==> config.mk <==
export PLATFORM = sky130hd
export DESIGN_NAME = adder_operand_sequencer
export DESIGN_NICKNAME = d
export VERILOG_FILES = /design/src/rtl/adder_seq_pkg.sv /design/src/rtl/adder_operand_sequencer_seq_counter.sv /design/src/rtl/adder_operand_sequencer.sv
export SDC_FILE = /design/constraint.sdc
export NUM_CORES = 1
export LEC_CHECK = 0
export ABC_AREA = 1
export CAP_MARGIN = 30
export CORE_ASPECT_RATIO = 0.7
export CORE_UTILIZATION = 40
export CTS_BUF_LIST = sky130_fd_sc_hd__clkbuf_16
export DETAILED_ROUTE_END_ITERATION = 8
export MAX_ROUTING_LAYER = met4
export PLACE_DENSITY = 0.77
export SYNTH_ARGS = -nofsm -noshare
export SYNTH_HDL_FRONTEND = slang
export SYNTH_HIERARCHICAL = 1
export SYNTH_SLANG_ARGS = --single-unit
==> constraint.sdc <==
create_clock -name clk -period 4.3 [get_ports clk]
set_clock_uncertainty 0.15 [all_clocks]
set_input_delay 0.86 -clock clk [delete_from_list [all_inputs] [get_ports clk]]
set_output_delay 0.86 -clock clk [all_outputs]
set_load 0.05 [all_outputs]
==> src/rtl/adder_seq_pkg.sv <==
// Shared types and constants for the adder operand sequencer: FSM state
// encoding, beat-count helper and status-beat bit positions.
package adder_seq_pkg;

  typedef enum logic [2:0] {
    ST_LOAD_A = 3'd0,
    ST_LOAD_B = 3'd1,
    ST_LOAD_C = 3'd2,
    ST_SETTLE = 3'd3,
    ST_EMIT_S = 3'd4,
    ST_EMIT_F = 3'd5
  } seq_state_e;

  localparam int CF_BIT  = 0;
  localparam int OVF_BIT = 1;

  // Number of bus beats needed to carry one full-width operand.
  function automatic int beats_f(input int data_width, input int bus_width);
    return data_width / bus_width;
  endfunction

endpackage

==> src/rtl/adder_operand_sequencer_seq_counter.sv <==
// Loadable down-counter with a zero flag; used as the beat counter and as
// the settle counter of the adder operand sequencer.
module seq_counter #(
  parameter int W = 2
) (
  input  logic         clk,
  input  logic         rst,
  input  logic         load_i,
  input  logic [W-1:0] load_val_i,
  input  logic         dec_i,
  output logic [W-1:0] count_o,
  output logic         zero_o
);

  logic [W-1:0] cnt_q;

  always_ff @(posedge clk or posedge rst) begin
    if (rst) begin
      cnt_q <= '0;
    end else if (load_i) begin
      cnt_q <= load_val_i;
    end else if (dec_i) begin
      cnt_q <= cnt_q - W'(1);
    end
  end

  assign count_o = cnt_q;
  assign zero_o  = (cnt_q == '0);

endmodule

==> src/rtl/adder_operand_sequencer.sv <==
// Narrow-stream front end for a full-width combinational adder: loads A, B,
// Cin beat by beat, waits a settle window, then streams S and a status beat.
// Optional macro ADDER_SEQ_OVF_EN adds a signed-overflow flag on status bit1.
module adder_operand_sequencer
  import adder_seq_pkg::*;
#(
  parameter int DATA_WIDTH    = 16,
  parameter int BUS_WIDTH     = 8,
  parameter int SETTLE_CYCLES = 2
) (
  input  logic                  clk,
  input  logic                  rst,
  input  logic                  in_valid,
  output logic                  in_ready,
  input  logic [BUS_WIDTH-1:0]  in_data,
  output logic [DATA_WIDTH-1:0] add_a,
  output logic [DATA_WIDTH-1:0] add_b,
  output logic                  add_cin,
  input  logic [DATA_WIDTH-1:0] add_s,
  input  logic                  add_cf,
  output logic                  out_valid,
  input  logic                  out_ready,
  output logic [BUS_WIDTH-1:0]  out_data,
  output logic                  out_last
);

  localparam int BEATS = beats_f(DATA_WIDTH, BUS_WIDTH);
  localparam int BCW   = $clog2(BEATS + 1);
  localparam int SCW   = $clog2(SETTLE_CYCLES + 1);
  localparam int MSB   = DATA_WIDTH - 1;

  seq_state_e            state_q, state_d;
  logic [DATA_WIDTH-1:0] a_q, a_d, b_q, b_d, res_q, res_d;
  logic                  cin_q, cin_d, cf_q, cf_d;
`ifdef ADDER_SEQ_OVF_EN
  logic                  ovf_q, ovf_d;
`endif

  logic           in_fire, out_fire;
  logic           b_load, b_dec, b_zero;
  logic [BCW-1:0] b_load_val, b_cnt, idx;
  logic           beat_last, beat_adv;
  logic           s_load, s_dec, s_zero;
  logic [SCW-1:0] s_load_val, s_cnt;

  seq_counter #(.W(BCW)) u_beat_cnt (
    .clk        (clk),
    .rst        (rst),
    .load_i     (b_load),
    .load_val_i (b_load_val),
    .dec_i      (b_dec),
    .count_o    (b_cnt),
    .zero_o     (b_zero)
  );

  seq_counter #(.W(SCW)) u_settle_cnt (
    .clk        (clk),
    .rst        (rst),
    .load_i     (s_load),
    .load_val_i (s_load_val),
    .dec_i      (s_dec),
    .count_o    (s_cnt),
    .zero_o     (s_zero)
  );

  // Beat counter idles at zero for slice 0, then counts down from BEATS-1
  // so that slice index k = BEATS - count for the remaining beats.
  assign idx       = b_zero ? '0 : (BCW'(BEATS) - b_cnt);
  assign beat_last = (idx == BCW'(BEATS - 1));
  assign in_fire   = in_valid && in_ready;
  assign out_fire  = out_valid && out_ready;

  always_comb begin
    b_load     = 1'b0;
    b_load_val = '0;
    b_dec      = 1'b0;
    if (beat_adv) begin
      if (beat_last) begin
        b_load = 1'b1;
      end else if (b_zero) begin
        b_load     = 1'b1;
        b_load_val = BCW'(BEATS - 1);
      end else begin
        b_dec = 1'b1;
      end
    end
  end

  always_comb begin
    state_d    = state_q;
    a_d        = a_q;
    b_d        = b_q;
    cin_d      = cin_q;
    res_d      = res_q;
    cf_d       = cf_q;
`ifdef ADDER_SEQ_OVF_EN
    ovf_d      = ovf_q;
`endif
    beat_adv   = 1'b0;
    s_load     = 1'b0;
    s_load_val = '0;
    s_dec      = 1'b0;
    in_ready   = 1'b0;
    out_valid  = 1'b0;
    out_data   = '0;
    out_last   = 1'b0;
    case (state_q)
      ST_LOAD_A: begin
        in_ready = 1'b1;
        if (in_fire) begin
          a_d[idx*BUS_WIDTH +: BUS_WIDTH] = in_data;
          beat_adv = 1'b1;
          if (beat_last) state_d = ST_LOAD_B;
        end
      end
      ST_LOAD_B: begin
        in_ready = 1'b1;
        if (in_fire) begin
          b_d[idx*BUS_WIDTH +: BUS_WIDTH] = in_data;
          beat_adv = 1'b1;
          if (beat_last) state_d = ST_LOAD_C;
        end
      end
      ST_LOAD_C: begin
        in_ready = 1'b1;
        if (in_fire) begin
          cin_d      = in_data[0];
          s_load     = 1'b1;
          s_load_val = SCW'(SETTLE_CYCLES - 1);
          state_d    = ST_SETTLE;
        end
      end
      ST_SETTLE: begin
        // The last of SETTLE_CYCLES edges samples the adder outputs.
        s_dec = (s_cnt != '0);
        if (s_zero) begin
          res_d   = add_s;
          cf_d    = add_cf;
`ifdef ADDER_SEQ_OVF_EN
          ovf_d   = (a_q[MSB] == b_q[MSB]) && (add_s[MSB] != a_q[MSB]);
`endif
          state_d = ST_EMIT_S;
        end
      end
      ST_EMIT_S: begin
        out_valid = 1'b1;
        out_data  = res_q[idx*BUS_WIDTH +: BUS_WIDTH];
        if (out_fire) begin
          beat_adv = 1'b1;
          if (beat_last) state_d = ST_EMIT_F;
        end
      end
      ST_EMIT_F: begin
        out_valid        = 1'b1;
        out_last         = 1'b1;
        out_data[CF_BIT] = cf_q;
`ifdef ADDER_SEQ_OVF_EN
        out_data[OVF_BIT] = ovf_q;
`endif
        if (out_fire) state_d = ST_LOAD_A;
      end
      default: state_d = ST_LOAD_A;
    endcase
  end

  always_ff @(posedge clk or posedge rst) begin
    if (rst) begin
      state_q <= ST_LOAD_A;
      a_q     <= '0;
      b_q     <= '0;
      cin_q   <= 1'b0;
      res_q   <= '0;
      cf_q    <= 1'b0;
`ifdef ADDER_SEQ_OVF_EN
      ovf_q   <= 1'b0;
`endif
    end else begin
      state_q <= state_d;
      a_q     <= a_d;
      b_q     <= b_d;
      cin_q   <= cin_d;
      res_q   <= res_d;
      cf_q    <= cf_d;
`ifdef ADDER_SEQ_OVF_EN
      ovf_q   <= ovf_d;
`endif
    end
  end

  assign add_a   = a_q;
  assign add_b   = b_q;
  assign add_cin = cin_q;

endmodule

==> out/metrics.yaml <==
grt:
  use_met3_pct: 7.01
  antenna_found_initial: 0
  grt_pass1_wl_mm: 11.3
  use_met1_pct: 27.5
  grt.busiest_layer: "met2"
  grt_pass1_vias: 2333
  grt_usage_pct: 20.0
  gr-total-overflow: 0
  met2_usage_pct: 28.6
  grt_max_degree: 33
min_path:
  hp-class: "flip-flop to flip-flop"
  hold_start: "res_q[8]"
clocking:
  cts_tree: "built"
  cts_buffers: 9
  cts.sinks: 57
  clockBufferDepth: 2
  cts_hold_buffers: 0
  cts_root_buf: "clkbuf_16"
  clkTransAtPathRegs_ns: 0.05
  h-tree-depth: 3
  clkLatencyLatePin_ns: 0.32
synth:
  synth_warnings: 6
  ys_ff_latch: 57
  synth_edf_count: 0
  synthArstFlopShare_pct: 100
  synth_area_um2: 2930
  ys_seq_area_share_pct: 48.7
  synth_cells: 335
  ys.flop_type: "dfrtp_1"
  syn_area_per_cell_um2: 8.74
  yosysUniqueCellTypes: 29
worst_setup_path:
  startpoint: "u_beat_cnt/count_o[0]"
  rr_endpoint: "add_b[4]"
  end_kind: "primary output"
  r2r_setup_slack_ns: 1.36
  crit_path_end: "out_data[6]"
  reg2reg_depth: 10
  cp.required_ns: 3.29
  timing.rr.start: "u_beat_cnt/count_o[0]"
  cp_max_fo: 16
  criticalPathCategory: "flip-flop to primary output"
  arrival_ns: 2.92
  cp-start-kind: "flip-flop"
final_layout:
  drive_gt1_share_pct: 10.8
  syn2layout_area_growth_pct: 36.7
  layout.nets: 444
  fillers: 589
  n_antenna_cell: 0
  final_util_pct: 57.9
sta:
  rsz0062_at_grt: "no"
  clock.fmax_ghz: 0.255
  finalSetupViolCount: 0
  final_max_slew_viol_count: 0
  tightest_slew_ns: 0.543
  period_minus_slack_ns: 3.93
  fin_tns_setup_ns: 0
  hold_ws_ns: 0.356
  maxSlewHeadroom_pct: 63.7
  fin_crit_sh_pct: 91.4
  hold_violations: 0
drt:
  wl_per_cell_um: 13.3
  ant_nets: 0
  wl_mm: 6.78
  vias: 2368
  drt-initial-drc-count: 102
  avgViaCountPerCell: 4.65
  drc: 0
  dr.pass1.iters: 4
flow_run:
  max-cap-violations: 0
floorplanning:
  die-area_um2: 7670
  die_w_um: 104
  dieHeight_um: 73.6
  row_count: 25
  pin_count: 73
  core-area_um2: 6910
  initial_core_util_pct: 42.4
placement:
  dp_hpwl_mm: 5.01
  portBuffers: 72
  gp_congestion: 0.839
pwr:
  finalPower_mw: 3.39
  power_density_nw_per_um2: 848
  power.leakage_nw: 1.84
  vdd_drop_max_mv: 0.499
outcome:
  outcome: "finished clean"
[cell families after synthesis]
kind of cell,synth area share (%)
muxes,7.52
adders and majority gates,2.14
DFF,48.7
AOI/OAI and AO/OA,8.29
other,0.128
and+or+nand+nor,21.9
xor gates and xnor gates,0.299
buffers and inverters,11.0
[how the worst min path moves through the flow]
stage                            to  slack, ns  depth (start not counted)
after floorplan            res_q[8]       0.33                          1
after global placement     res_q[6]       0.34                          1
after detailed placement  res_q[11]       0.34                          1
after CTS                  res_q[8]       0.36                          1
after global routing      res_q[11]       0.37                          1
final                      res_q[8]       0.36                          1
[layout make-up]
type | count | area [µm²] | share of cell area (%)
multi-input cells | 204 | 1180 | 29.6
inverters | 65 | 248 | 6.19
clock inverters | 7 | 61.3 | 1.53
repair buffers | 73 | 741 | 18.5
clock buffers | 9 | 225 | 5.63
well taps | 94 | 118 | 2.94
flip-flops and latches | 57 | 1430 | 35.6
[synth_stat cells (all sizes together) (5+ instances only)]
| cell type | n | area share [%] |
|---|---|---|
| nor2 | 19 | 2.9 |
| dfrtp | 57 | 49 |
| nand4 | 5 | 1.1 |
| o21ai | 34 | 5.8 |
| nand2 | 83 | 11 |
| buf | 9 | 2.5 |
| nand3 | 9 | 2.0 |
| a21oi | 12 | 2.1 |
| ha | 5 | 2.1 |
| inv | 65 | 8.3 |
| mux2 | 16 | 7.2 |
| nor3 | 13 | 3.8 |
[critical path: stages (launching register included)]
cell and delay (ns):
dfrtp_1 0.41, inv_1 0.07, ha_1 0.21, inv_1 0.11, nand2_1 0.31, clkinvlp_4 0.38, nand2_1 0.08, a21oi_1 0.18
clkdlybuf4s50_1 0.83
[stage by stage]
step	cells	cell area [µm²]	worst slack (ns)
detailed placement	493	3710	0.591
global placement	492	3690	0.749
floorplan	336	2930	1.16
finish	509	4000	0.371
CTS	509	4000	0.237
global route	509	4000	0.130
[cell usage in the layout, fill, tap and decap left out, drive strengths merged]
cell type	instances
o21ai	34
clkinvlp	3
conb	2
inv	64
bufinv	1
mux2	16
o22ai	1
nor4	1
a31oi	1
clkbuf	9
nand2	83
or2	1
buf	1
clkdlybuf4s50	72
nor3	13
ha	5
mux2i	1
dfrtp	57
nor2	19
xnor2	1
clkinv	4
nand4	5
nand3	9
a21oi	12
[report_power, final]
part | switching [mW] | total, mW | internal [mW]
Combinational | 1.15 | 1.75 | 0.600
Clock | 0.242 | 0.682 | 0.440
Sequential | 0.179 | 0.960 | 0.780
Total | 1.57 | 3.39 | 1.82
[timing repair]
item	in CTS	in global routing
setup buffers	0	0
endpoints found under the setup margin	0	4
resized for setup	0	1
[flip-flops by register name (all words and copies together) (netlist names)]
signal	count
add_a	16
add_b	16
res_q	16
state_q	3
u_beat_cnt/count_o	2
u_settle_cnt/count_o	2
add_cin	1
cf_q	1
[metal layers]
layer / vias up / wire (µm) / share of wire [%]
li1: 1195 / - / -
met1: 1080 / 3370 / 50
met2: 88 / 2820 / 42
met3: 5 / 541 / 8.0
met4: 0 / 44 / 0.65
met5: - / 0 / 0
Note: power is estimated with default switching activity, not from simulation.
